File: src/rtl/if_fetch.sv
// Instruction-fetch stage: PC, req/ack fetch port and single-entry buffer.
// Optional IF_PERF_EN adds fetch/wait performance counters.
module if_fetch #(
    parameter logic [31:0] RESET_PC = 32'h0000_0000
) (
    input  logic        clk,
    input  logic        rst,
    input  logic [5:0]  stall,
    input  logic        flush,
    input  logic [31:0] new_pc,
    input  logic        branch_flag,
    input  logic [31:0] branch_target,
    output logic        mem_req,
    output logic [31:0] mem_addr,
    input  logic        mem_ack,
    input  logic [31:0] mem_rdata,
    output logic [31:0] if_addr,
    output logic [31:0] if_inst,
    output logic        stallreq_if
`ifdef IF_PERF_EN
    ,
    output logic [31:0] perf_fetch_cnt,
    output logic [31:0] perf_wait_cnt
`endif
);

    typedef enum logic [1:0] {
        IDLE,
        RUN,
        DRAIN
    } state_t;

    state_t      state_q, state_d;
    logic [31:0] pc_q, pc_d;
    logic        bv_q, bv_d;
    logic [31:0] ba_q, ba_d;
    logic [31:0] bi_q, bi_d;
    logic        pend_q, pend_d;
    logic [31:0] da_q, da_d;

    logic        consume;
    logic        redirect;
    logic        ack_ok;
    logic [31:0] tsel;
    logic [31:0] target;
    logic        unused_stall;

    assign unused_stall = ^stall[5:2];

    assign consume  = bv_q & ~stall[1];
    assign redirect = flush | branch_flag;
    assign tsel     = flush ? new_pc : branch_target;
    assign target   = tsel & 32'hFFFF_FFFC;

    assign if_addr     = bv_q ? ba_q : 32'h0;
    assign if_inst     = bv_q ? bi_q : 32'h0;
    assign stallreq_if = (state_q != IDLE) & ~bv_q;

    always_comb begin
        mem_req  = 1'b0;
        mem_addr = pc_q;
        unique case (state_q)
            IDLE: begin
                mem_req = 1'b0;
            end
            RUN: begin
                mem_req = pend_q | (~stall[0] & (~bv_q | consume));
            end
            DRAIN: begin
                mem_req  = 1'b1;
                mem_addr = da_q;
            end
            default: begin
                mem_req = 1'b0;
            end
        endcase
    end

    // ack is only meaningful while a request is on the port
    assign ack_ok = mem_req & mem_ack;

    always_comb begin
        state_d = state_q;
        pc_d    = pc_q;
        bv_d    = bv_q;
        ba_d    = ba_q;
        bi_d    = bi_q;
        pend_d  = pend_q;
        da_d    = da_q;
        unique case (state_q)
            IDLE: begin
                state_d = RUN;
                pend_d  = 1'b0;
                if (redirect) pc_d = target;
            end
            RUN: begin
                pend_d = mem_req & ~mem_ack;
                if (redirect) begin
                    bv_d = 1'b0;
                    pc_d = target;
                    if (mem_req & ~mem_ack) begin
                        state_d = DRAIN;
                        da_d    = pc_q;
                        pend_d  = 1'b0;
                    end
                end else begin
                    if (consume) bv_d = 1'b0;
                    if (ack_ok) begin
                        bv_d = 1'b1;
                        ba_d = pc_q;
                        bi_d = mem_rdata;
                        pc_d = pc_q + 32'd4;
                    end
                end
            end
            DRAIN: begin
                pend_d = 1'b0;
                if (redirect) pc_d = target;
                if (mem_ack) state_d = RUN;
            end
            default: begin
                state_d = IDLE;
            end
        endcase
    end

    always_ff @(posedge clk) begin
        if (rst) begin
            state_q <= IDLE;
            pc_q    <= RESET_PC;
            bv_q    <= 1'b0;
            ba_q    <= 32'h0;
            bi_q    <= 32'h0;
            pend_q  <= 1'b0;
            da_q    <= 32'h0;
        end else begin
            state_q <= state_d;
            pc_q    <= pc_d;
            bv_q    <= bv_d;
            ba_q    <= ba_d;
            bi_q    <= bi_d;
            pend_q  <= pend_d;
            da_q    <= da_d;
        end
    end

`ifdef IF_PERF_EN
    logic [31:0] fcnt_q;
    logic [31:0] wcnt_q;
    logic        fetch_inc;
    logic        wait_inc;

    assign fetch_inc = (state_q == RUN) & ack_ok & ~redirect;
    assign wait_inc  = mem_req & ~mem_ack;

    always_ff @(posedge clk) begin
        if (rst) begin
            fcnt_q <= 32'h0;
            wcnt_q <= 32'h0;
        end else begin
            if (fetch_inc) fcnt_q <= fcnt_q + 32'd1;
            if (wait_inc) wcnt_q <= wcnt_q + 32'd1;
        end
    end

    assign perf_fetch_cnt = fcnt_q;
    assign perf_wait_cnt  = wcnt_q;
`endif

endmodule

File: config.mk
export PLATFORM = sky130hd
export DESIGN_NAME = if_fetch
export DESIGN_NICKNAME = d
export VERILOG_FILES = /design/src/rtl/if_fetch.sv
export SDC_FILE = /design/constraint.sdc
export NUM_CORES = 1
export LEC_CHECK = 0
export CORE_UTILIZATION = 30
export CTS_CLUSTER_SIZE = 28
export DETAILED_ROUTE_END_ITERATION = 6
export PLACE_DENSITY = 0.62
export SLEW_MARGIN = 20
export SYNTH_ARGS = -nofsm -noshare
export SYNTH_HDL_FRONTEND = slang
export SYNTH_SLANG_ARGS = --single-unit
File: constraint.sdc
create_clock -name clk -period 3.05 [get_ports clk]
set_clock_uncertainty 0.2 [all_clocks]
set_input_delay 0.915 -clock clk [delete_from_list [all_inputs] [get_ports clk]]
set_output_delay 0.915 -clock clk [all_outputs]
set_load 0.02 [all_outputs]
==> flow_summary.ini <==
[run_status]
status = finished, final reports clean

[timing]
relSlewSlack = 0.555
min_period_ns = 2.98
setup_violations = 0
hold_ws_ns = 0.247
rsz0062_at_grt = no
fmax_mhz = 335
slew_violations = 0
worstMarginPinSlew_ns = 0.661
period_share = 0.978
hold_viol = 0

[clock_tree]
cts_hold_buf = 0
worstSkewPairLatency_ns = 0.42
cts.sinks = 126
clk_pin_slew_worst_paths_ns = 0.05
clockBufferDepth = 2
ctsHtreeMaxLevel = 4
cts_setup_buffers = 0
cts_root_buf = clkbuf_16
cts_tree = done
cts_made_buffers = 17

[worst_setup_path]
r2r-start = state_q[1]
worstPathRequired_ns = 1.93
crit_cells = 5
worstSetupEndpointType = primary output
path_cells = inv_2 > ha_4 > buf_12 > mux2_2 > dlygate4sd2_1
crit_family = buffers and inverters
crit_path_max_fanout = 16
crit_start = state_q[0]
crit_buf_inv = 3
cpPeakStageDelay_ns = 0.35
cp.arrival_ns = 1.87
rr_endpoint = pc_q[23]
critPathCapture = mem_addr[8]
cp_slowest_cell = dfxtp_1
crit_path_start_kind = flop
r2r_setup_slack_ns = 0.45
crit_type = flop to primary output
ff2ff_path_depth = 9

[floorplan]
initial_utilization = 0.309
die_h_um = 150
die_w_um = 150
die-area_um2 = 22400
io_pins = 205
rows = 53
core_um2 = 21200

[global_routing]
globalRouteOverflowTotal = 0
grt_max_degree = 46
antenna_found_initial = 0
grt_pass1_wl_mm = 33.2
grt_pass1_vias = 6219
grtUsageTotal = 0.189

[detailed_routing]
wl_mm = 21.0
drc = 0
wl_met3_mm = 1.35
first_iter_violations = 376
vias_per_cell = 4.95
ant_nets = 0
firstDrtPassIters = 5
wl_per_cell_um = 15.8
wl_met2_mm = 9.83
vias = 6593
wl_met1_mm = 9.58
highest_layer = met4

[hold_path]
min_path_type = flop to flop

[cells_and_area]
final_common_cell = nand2_1
drive_gt1_frac = 0.115
final_area_um2 = 9400
area_delta_synth_final_pct = 44.1
layout_common_cells = 230 x nand2_1, 156 x clkdlybuf4s50_1, 130 x a21oi_1
fin_nets = 1159
antennaDiodeCount = 0

[synthesis]
ys_ff_latch = 126
syn_avg_cell_area_um2 = 7.50
synthDistinctLibCells = 59
async_flop_share = 0
synth_top_area_cell = dfxtp_1
synth_area_leaders = dfxtp_1 39%, nand2_1 13%, a21oi_1 10%
synth_area_um2 = 6530
synth_edf_count = 0
yosys_warnings = 0
synth.top_cell.area_share = 0.386
synth_ff_type = dfxtp_1
ys_seq_area_frac = 0.386
synthCells = 870

[placed_design]
post-dp-hpwl_mm = 14.7
globalplace.congestion = 0.823
io_buffers = 192
placed_area_um2 = 8900

[power]
p_per_area_nw_per_um2 = 467
vdd_drop_max_mv = 0.314
leakagePower_nw = 3.36

[flow_run]
max_cap_viol_count = 0
through the flow:
step | power (mW) | setup slack (ns) | cells | TNS, ns | util
2_1_floorplan | 2.17 | 0.185 | 873 | 0 | -
5_1_grt | 4.56 | 0.000362 | 1332 | 0 | 0.445
3_3_place_gp | 2.55 | -0.660 | 1303 | -10.98 | 0.421
3_5_place_dp | 2.55 | -0.671 | 1303 | -12.90 | 0.421
6_report | 4.39 | 0.0679 | 1332 | 0 | 0.445
4_1_cts | 4.43 | 0.00423 | 1332 | 0 | 0.446
worst min path at each step:
| stage | start | end | slack (ns) | cells after the start |
|---|---|---|---|---|
| CTS | bi_q[16] | bi_q[16] | 0.25 | 2 |
| detailed placement | bi_q[16] | bi_q[16] | 0.24 | 2 |
| finish | bi_q[29] | bi_q[29] | 0.25 | 2 |
| global placement | bi_q[11] | bi_q[11] | 0.24 | 2 |
| global route | bi_q[5] | bi_q[5] | 0.26 | 2 |
| floorplan | ba_q[10] | ba_q[10] | 0.23 | 2 |
sequential cells by signal (all words and copies together) (netlist names):
register and count:
bi_q 32, ba_q 30, da_q 30, pc_q 30
state_q 2, bv_q 1, pend_q 1
where the power goes:
| part | switching [mW] | internal (mW) | total, mW |
|---|---|---|---|
| sequential | 0.0692 | 1.70 | 1.77 |
| combinational | 0.376 | 0.344 | 0.721 |
| clock | 0.730 | 1.17 | 1.90 |
routing by layer:
| metal | vias up | GRT usage |
|---|---|---|
| li1 | 3317 | - |
| met1 | 3030 | 0.242 |
| met2 | 224 | 0.314 |
| met3 | 22 | 0.0454 |
| met4 | 0 | 0.0541 |
| met5 | - | 0 |
worst min-delay path, cell delays in order (launching register included):
cell and delay, ns:
dfxtp_1 0.30, nand2_1 0.05, a21oi_1 0.05
cell families after synthesis:
logic type	after synthesis	synth area share
compound gates	210	0.182
fa+ha+maj	5	0.00958
buf+inv	87	0.0598
flops	126	0.386
mux	46	0.0755
other cells	1	0.000574
simple gates	395	0.286
what timing repair did:
action,in CTS,in global routing
cloned,0,0
setup endpoints to repair,49,29
pin swaps,1,0
gates resized for setup,56,22
area by class of cell:
type	count	area, um^2
multi-input combinational	660	3660
sequential	126	2520
tap	275	344
timing repair buffer	231	2290
clock inverter	6	62.6
fill	2125	11800
inverter	11	41.3
clock buffer	23	478
synth_stat cells (all sizes together), types with 6 or more instances:
library cell and number:
clkbuf 47, and4 7, dfxtp 126, nor3 10, inv 11, buf 29
nand4 9, nor4 7, mux2 26, mux2i 20, o21ai 33, a211oi 10
nor2 26, and2 65, or4 6, o31ai 7, a21oi 131, nand2b 7
nand3 10, nand2 230
No activity file was read; power rests on OpenSTA's default activity.
